[src/rtl/zx_port_fe.sv]
// zx_port_fe: Spectrum port #FE (border/MIC/beeper latch, key matrix read)
// with a PS/2 set-2 receiver and scan-code decoder feeding an 8x5 ZX matrix.
//
// Ports:
//   clk, reset_n        system clock, async active-low reset
//   ps2_clk, ps2_dat    raw asynchronous PS/2 pins
//   io_addr/io_wdata    CPU I/O address and write data
//   io_wr               one-cycle I/O write strobe
//   io_rdata            registered port #FE read data
//   ear                 tape input, returned in read bit 6
//   border/mic/beeper   latched write bits
//   kbd_err             one-cycle pulse on framing/parity/timeout error
module zx_port_fe #(
  parameter int TIMEOUT_CYCLES = 2500
) (
  input  logic        clk,
  input  logic        reset_n,
  input  logic        ps2_clk,
  input  logic        ps2_dat,
  input  logic [15:0] io_addr,
  input  logic [7:0]  io_wdata,
  input  logic        io_wr,
  output logic [7:0]  io_rdata,
  input  logic        ear,
  output logic [2:0]  border,
  output logic        mic,
  output logic        beeper,
  output logic        kbd_err
);

  localparam int TW = $clog2(TIMEOUT_CYCLES + 1);

  typedef enum logic [1:0] {
    IDLE, GOT_F0, GOT_E0, GOT_E0F0
  } dec_st_e;

  // ---------------- port write latch ----------------
  logic [2:0] border_q;
  logic       mic_q, beeper_q;

  always_ff @(posedge clk or negedge reset_n) begin
    if (!reset_n) begin
      border_q <= '0;
      mic_q    <= 1'b0;
      beeper_q <= 1'b0;
    end else if (io_wr && !io_addr[0]) begin
      border_q <= io_wdata[2:0];
      mic_q    <= io_wdata[3];
      beeper_q <= io_wdata[4];
    end
  end

  assign border = border_q;
  assign mic    = mic_q;
  assign beeper = beeper_q;

  logic unused_in;
  assign unused_in = ^{io_addr[7:1], io_wdata[7:5]};

  // ---------------- PS/2 synchronizer ----------------
  // Bit 0 is the newest sample; idle level of both pins is high.
  logic [2:0] pc_q, pd_q;

  always_ff @(posedge clk or negedge reset_n) begin
    if (!reset_n) begin
      pc_q <= 3'b111;
      pd_q <= 3'b111;
    end else begin
      pc_q <= {pc_q[1:0], ps2_clk};
      pd_q <= {pd_q[1:0], ps2_dat};
    end
  end

  logic fall, bit_in;
  assign fall   = pc_q[2] & ~pc_q[1];
  assign bit_in = pd_q[1];

  // ---------------- PS/2 frame receiver ----------------
  // cnt 0 waits for start, 1..9 shift data+parity, 10 checks stop.
  logic [3:0]    cnt_q, cnt_d;
  logic [8:0]    sh_q, sh_d;
  logic [TW-1:0] idle_q, idle_d;
  logic          err_q, err_d;
  logic          vld_q, vld_d;
  logic [7:0]    byte_q, byte_d;

  always_comb begin
    cnt_d  = cnt_q;
    sh_d   = sh_q;
    idle_d = idle_q;
    err_d  = 1'b0;
    vld_d  = 1'b0;
    byte_d = byte_q;
    if (fall) begin
      idle_d = '0;
      unique case (1'b1)
        cnt_q == 4'd0: begin
          if (!bit_in) cnt_d = 4'd1;
          else         err_d = 1'b1;
        end
        cnt_q >= 4'd1 && cnt_q <= 4'd9: begin
          sh_d  = {bit_in, sh_q[8:1]};
          cnt_d = cnt_q + 4'd1;
        end
        default: begin
          // odd parity: data plus parity bit has an odd count of ones
          if (bit_in && ^sh_q) begin
            vld_d  = 1'b1;
            byte_d = sh_q[7:0];
          end else begin
            err_d = 1'b1;
          end
          cnt_d = 4'd0;
        end
      endcase
    end else if (cnt_q != 4'd0) begin
      if (idle_q == TW'(TIMEOUT_CYCLES - 1)) begin
        err_d  = 1'b1;
        cnt_d  = 4'd0;
        idle_d = '0;
      end else begin
        idle_d = idle_q + TW'(1);
      end
    end else begin
      idle_d = '0;
    end
  end

  always_ff @(posedge clk or negedge reset_n) begin
    if (!reset_n) begin
      cnt_q  <= '0;
      sh_q   <= '0;
      idle_q <= '0;
      err_q  <= 1'b0;
      vld_q  <= 1'b0;
      byte_q <= '0;
    end else begin
      cnt_q  <= cnt_d;
      sh_q   <= sh_d;
      idle_q <= idle_d;
      err_q  <= err_d;
      vld_q  <= vld_d;
      byte_q <= byte_d;
    end
  end

  assign kbd_err = err_q;

  // ---------------- scan-code decoder FSM ----------------
  dec_st_e st_q, st_d;
  logic    is_f0, is_e0;
  logic    apply, brk, ext;

  assign is_f0 = byte_q == 8'hF0;
  assign is_e0 = byte_q == 8'hE0;

  always_ff @(posedge clk or negedge reset_n) begin
    if (!reset_n) st_q <= IDLE;
    else          st_q <= st_d;
  end

  // Prefixes accumulate so F0 after E0 (or vice versa) lands in GOT_E0F0.
  always_comb begin
    st_d = st_q;
    if (err_q) begin
      st_d = IDLE;
    end else if (vld_q) begin
      unique case (1'b1)
        is_f0:
          st_d = (st_q == GOT_E0 || st_q == GOT_E0F0) ? GOT_E0F0 : GOT_F0;
        is_e0:
          st_d = (st_q == GOT_F0 || st_q == GOT_E0F0) ? GOT_E0F0 : GOT_E0;
        default:
          st_d = IDLE;
      endcase
    end
  end

  always_comb begin
    apply = vld_q && !is_f0 && !is_e0;
    brk   = st_q == GOT_F0 || st_q == GOT_E0F0;
    ext   = st_q == GOT_E0 || st_q == GOT_E0F0;
  end

  // ---------------- key flags ----------------
  // Direct keys index row*5+bit; returns {hit, index}.
  function automatic logic [6:0] map_key(input logic [7:0] c);
    unique case (c)
      8'h1A: map_key = {1'b1, 6'd1};
      8'h22: map_key = {1'b1, 6'd2};
      8'h21: map_key = {1'b1, 6'd3};
      8'h2A: map_key = {1'b1, 6'd4};
      8'h1C: map_key = {1'b1, 6'd5};
      8'h1B: map_key = {1'b1, 6'd6};
      8'h23: map_key = {1'b1, 6'd7};
      8'h2B: map_key = {1'b1, 6'd8};
      8'h34: map_key = {1'b1, 6'd9};
      8'h15: map_key = {1'b1, 6'd10};
      8'h1D: map_key = {1'b1, 6'd11};
      8'h24: map_key = {1'b1, 6'd12};
      8'h2D: map_key = {1'b1, 6'd13};
      8'h2C: map_key = {1'b1, 6'd14};
      8'h16: map_key = {1'b1, 6'd15};
      8'h1E: map_key = {1'b1, 6'd16};
      8'h26: map_key = {1'b1, 6'd17};
      8'h25: map_key = {1'b1, 6'd18};
      8'h2E: map_key = {1'b1, 6'd19};
      8'h45: map_key = {1'b1, 6'd20};
      8'h46: map_key = {1'b1, 6'd21};
      8'h3E: map_key = {1'b1, 6'd22};
      8'h3D: map_key = {1'b1, 6'd23};
      8'h36: map_key = {1'b1, 6'd24};
      8'h4D: map_key = {1'b1, 6'd25};
      8'h44: map_key = {1'b1, 6'd26};
      8'h43: map_key = {1'b1, 6'd27};
      8'h3C: map_key = {1'b1, 6'd28};
      8'h35: map_key = {1'b1, 6'd29};
      8'h5A: map_key = {1'b1, 6'd30};
      8'h4B: map_key = {1'b1, 6'd31};
      8'h42: map_key = {1'b1, 6'd32};
      8'h3B: map_key = {1'b1, 6'd33};
      8'h33: map_key = {1'b1, 6'd34};
      8'h29: map_key = {1'b1, 6'd35};
      8'h14: map_key = {1'b1, 6'd36};
      8'h3A: map_key = {1'b1, 6'd37};
      8'h31: map_key = {1'b1, 6'd38};
      8'h32: map_key = {1'b1, 6'd39};
      default: map_key = 7'd0;
    endcase
  endfunction

  // cmp: 0 LShift, 1 RShift, 2 Backspace, 3 left, 4 down, 5 up, 6 right
  logic [39:0] keys_q, keys_d;
  logic [6:0]  cmp_q, cmp_d;
  logic [6:0]  hit;

  always_comb begin
    keys_d = keys_q;
    cmp_d  = cmp_q;
    hit    = map_key(byte_q);
    if (apply) begin
      if (ext) begin
        unique case (byte_q)
          8'h6B: cmp_d[3] = ~brk;
          8'h72: cmp_d[4] = ~brk;
          8'h75: cmp_d[5] = ~brk;
          8'h74: cmp_d[6] = ~brk;
          default: ;
        endcase
      end else begin
        unique case (byte_q)
          8'h12: cmp_d[0] = ~brk;
          8'h59: cmp_d[1] = ~brk;
          8'h66: cmp_d[2] = ~brk;
          default: begin
            for (int i = 0; i < 40; i++)
              if (hit[6] && hit[5:0] == 6'(i)) keys_d[i] = ~brk;
          end
        endcase
      end
    end
  end

  always_ff @(posedge clk or negedge reset_n) begin
    if (!reset_n) begin
      keys_q <= '0;
      cmp_q  <= '0;
    end else begin
      keys_q <= keys_d;
      cmp_q  <= cmp_d;
    end
  end

  // ---------------- matrix and read port ----------------
  logic [39:0] mat;
  logic [4:0]  rows_or;
  logic [7:0]  rdata_d, rdata_q;

  always_comb begin
    mat     = keys_q;
    mat[0]  = keys_q[0]  | (|cmp_q);
    mat[20] = keys_q[20] | cmp_q[2];
    mat[19] = keys_q[19] | cmp_q[3];
    mat[24] = keys_q[24] | cmp_q[4];
    mat[23] = keys_q[23] | cmp_q[5];
    mat[22] = keys_q[22] | cmp_q[6];
  end

  always_comb begin
    rows_or = '0;
    for (int r = 0; r < 8; r++)
      if (!io_addr[8+r]) rows_or = rows_or | mat[r*5 +: 5];
    rdata_d = io_addr[0] ? 8'hFF : {1'b1, ear, 1'b1, ~rows_or};
  end

  always_ff @(posedge clk or negedge reset_n) begin
    if (!reset_n) rdata_q <= 8'hFF;
    else          rdata_q <= rdata_d;
  end

  assign io_rdata = rdata_q;

endmodule

[config.mk]
export PLATFORM = sky130hd
export DESIGN_NAME = zx_port_fe
export DESIGN_NICKNAME = d
export VERILOG_FILES = /design/src/rtl/zx_port_fe.sv
export SDC_FILE = /design/constraint.sdc
export NUM_CORES = 1
export LEC_CHECK = 0
export CAP_MARGIN = 40
export CORE_MARGIN = 10
export CORE_UTILIZATION = 40
export CTS_CLUSTER_SIZE = 40
export DETAILED_ROUTE_END_ITERATION = 10
export HOLD_SLACK_MARGIN = 0.08
export PLACE_DENSITY = 0.57
export SLEW_MARGIN = 0
export SYNTH_ARGS = -nofsm -noshare
export SYNTH_HDL_FRONTEND = slang
export SYNTH_SLANG_ARGS = --single-unit
[constraint.sdc]
create_clock -name clk -period 3.2 [get_ports clk]
set_input_delay 0.64 -clock clk [delete_from_list [all_inputs] [get_ports clk]]
set_output_delay 0.64 -clock clk [all_outputs]
set_load 0.02 [all_outputs]
==> flow_summary_export.csv <==
group,metric,value,unit
outcome,status,"finished, final reports clean",
routing,drc,0,
global_route,grt_pass1_vias,4229,
setup_path,cp.required,3410,ps
clock_network,clk_latency,350,ps
clock_network,cts_setup_buffers,0,
global_route,antenna_found_initial,0,
placed_design,place_congestion,0.9170,
logic_synthesis,synth.area.top_cells,"dfrtp_1, dfstp_2, a21oi_1, mux2_2, a31oi_1",
clock_network,clk_pin_slew,70,ps
timing,fin_crit,2952,ps
clock_network,h-tree-depth,3,
pwr,peakVddDrop,0.4366,mV
run,drv_cap,0,
logic_synthesis,synth_warnings,0,
logic_synthesis,synth_cells,541,
setup_path,startpoint,"byte_q[0]",
pwr,switching_share,0.2729,
global_route,grt_use_total,0.1468,
clock_network,clock_sinks,100,
clock_network,cts_made_buffers,9,
timing,whs,288.2,ps
layout,drive_gt1_frac,0.1841,
timing,skew,6.918,ps
floorplan,core_area,13240,um2
logic_synthesis,synth_edf_count,0,
pwr,internal_power,2.212,mW
logic_synthesis,synth_top_area_share,0.4123,
logic_synthesis,ys_dominant_reg_cell,"dfrtp_1",
routing,ant_nets,0,
worst_hold_path,holdCritPathClass,"primary input to async pin",
pwr,pwr-share-seq,0.482,
setup_path,regToRegStartpoint,"byte_q[0]",
pwr,leakage,2.725,nW
floorplan,die_area,18550,um2
setup_path,cpLargestDelayFamily,"compound AO/OA/AOI/OAI gates",
routing,drt_iter0_drc,381,
layout,area_delta_synth_final,18.39,%
logic_synthesis,synth_seq_cells,100,
setup_path,timing_worst_setup_path_type,"register to register",
floorplan,fp-row-count,42,
clock_network,cts_tree,"done",
routing,routedWlPerCell,17.16,um
timing,timing.final.crit_share,0.9225,
routing,vias_per_cell,5.734,
logic_synthesis,synth_seq_area_share,0.4658,
setup_path,crit_chain,"inv_1 -> ha_1 -> nand2b_1 -> nor2_1 -> buf_4 -> a21oi_1 -> o32ai_1 -> or3b_1 -> buf_12 -> nor3_1 -> buf_4 -> mux2i_1",
timing,relSlewSlack,0.5169,
setup_path,crit_arrival,3160,ps
setup_path,cp-start-kind,"register",
logic_synthesis,ys_top_cells_by_count,"dfrtp_1, a21oi_1, nor2_1, a31oi_1, inv_1",
routing,vias,4404,
timing,setup_viol,0,
clock_network,cts_root_buf,"clkbuf_16",
setup_path,critPathSlowestCell,"o32ai_1",
pwr,power_density,475.8,nW/um2
routing,wl,13180,um
logic_synthesis,post-synth-top-count-cell,"dfrtp_1",
setup_path,slowest_delay,660,ps
logic_synthesis,ys_types,73,
setup_path,crit_top_cell,"buf_4",
pwr,pwr-share-comb,0.178,
timing,slew_viol_final,0,
routing,dr.pass1.iters,5,
global_route,gr-total-overflow,0,
layout,nets,627,
timing,worst_slew_pin_slew,722.0,ps
timing,layout_setup_ws,248.0,ps
logic_synthesis,synth_top_area_cell,"dfrtp_1",
placed_design,dp_worst_setup_slack,149.8,ps
floorplan,die_h,136.2,um
timing,hold_violations,0,
floorplan,dieWidth,136.2,um
global_route,grt_max_degree,59,
placed_design,dpl.hpwl,9606,um
pwr,clkPwrFrac,0.340,
timing,fin_tns_setup,0,ps
floorplan,io_pins,44,
timing,fmax,0.3388,GHz
setup_path,crit_fanout,25,
clock_network,cts_buffer_depth,2,
floorplan,start_util,0.4079,
placed_design,io_buffers,31,
layout,diodes,0,
global_route,grt_pass1_wl,21940,um
logic_synthesis,syn_area,5401,um2
setup_path,cp-end-kind,"register",
logic_synthesis,syn_area_per_cell,9.984,um2
timing,rsz0062_at_grt,"no",
logic_synthesis,async_flop_share,1.000,
pwr,power.net_switching,830.5,uW
setup_path,cp_num_buf_inv,4,
-- flip-flops by register name, summed over array words and instances (netlist names) --
register,cells
io_rdata,6
pd_q,2
pc_q,3
st_q,2
kbd_err,1
beeper,1
border,3
mic,1
byte_q,8
vld_q,1
idle_q,12
cnt_q,4
sh_q,9
cmp_q,7
keys_q,40
-- per-stage QoR --
| step | total power [mW] | utilization | cell area [um2] | instances |
|---|---|---|---|---|
| after global routing | 3.223 | 0.4829 | 6395 | 768 |
| after detailed placement | 2.046 | 0.4588 | 6076 | 752 |
| after global placement | 2.034 | 0.4588 | 6076 | 752 |
| final | 3.043 | 0.4829 | 6395 | 768 |
| after floorplan | 1.869 | - | 5405 | 542 |
| after CTS | 3.095 | 0.4806 | 6365 | 768 |
-- final timing paths --
path / endpoint / slack, ps / cells after the start
min in group clk: pd_q[1] / 360 / 0
worst min-delay path: cmp_q[4] / 290 / 1
worst max register to register: keys_q[28] / 250 / 12
worst max-delay path: keys_q[28] / 250 / 12
worst min register to register: pd_q[1] / 360 / 0
max in group asynchronous: pc_q[2] / 2170 / 2
-- metal layers --
| layer | up-vias | GRT usage | wire length, um |
|---|---|---|---|
| met5 | - | 0 | 0 |
| met4 | 0 | 0.04556 | 244 |
| met3 | 21 | 0.03358 | 639 |
| met2 | 119 | 0.2325 | 6280 |
| met1 | 2169 | 0.1950 | 6014 |
| li1 | 2095 | - | - |
-- cell type report --
class | instances | area (um2)
well taps | 176 | 220.2
clock buffers | 11 | 252.7
multi-input cells | 379 | 2645
flip-flops and latches | 100 | 2517
inverters | 28 | 105.1
clock inverters | 5 | 36.28
fillers | 1255 | 6848
repair buffers | 69 | 618.1
-- cell families (layout without fill, tap and decap cells) --
logic type	after synthesis	after routing	synth area share
other	1	2	0.0006943
adders and majority gates	10	10	0.02316
AOI/OAI and AO/OA	170	170	0.2168
buffers and inverters	63	113	0.05165
DFF	100	100	0.4658
muxes	28	28	0.06046
and+or+nand+nor	150	150	0.1506
xor gates and xnor gates	19	19	0.03081
-- worst register-to-register path, cell delays in order (launching register included) --
cell,delay (ps)
dfrtp_2,460
inv_1,140
ha_1,310
nand2b_1,110
nor2_1,140
buf_4,150
a21oi_1,70
o32ai_1,660
or3b_1,270
buf_12,180
nor3_1,80
buf_4,140
mux2i_1,110
-- power by group through the flow --
stage	Clock, mW	Sequential, mW	Combinational, mW
finish	1.03	1.47	0.541
global route	1.13	1.49	0.610
CTS	1.07	1.47	0.556
detailed placement	0	1.49	0.554
global placement	0	1.49	0.549
floorplan	0	1.48	0.389
-- cell usage in the layout (no fill, tap or decap), drive strengths merged, types with 3 or more instances in the layout --
cell,instances
nand3,16
xnor2,11
clkbuf,11
nor4,6
o31ai,16
and3,5
o41ai,10
a211oi,4
dfstp,11
buf,39
mux2i,9
o211ai,6
o21ai,23
a22oi,3
nor2b,8
nor3b,3
xor2,8
nand2,27
clkinvlp,3
nor2,37
nor3,13
or2,4
nand2b,14
clkdlybuf4s50,30
or4,3
ha,10
mux2,17
a31oi,28
a21oi,45
o2bb2ai,6
inv,28
nand4,4
dfrtp,89
a221oi,5
-- timing repair --
item,4_1_cts,5_1_grt
resized for setup,0,7
endpoints found under the setup margin,0,18
hold buffers,0,0
No activity file was read; power rests on OpenSTA's default activity.
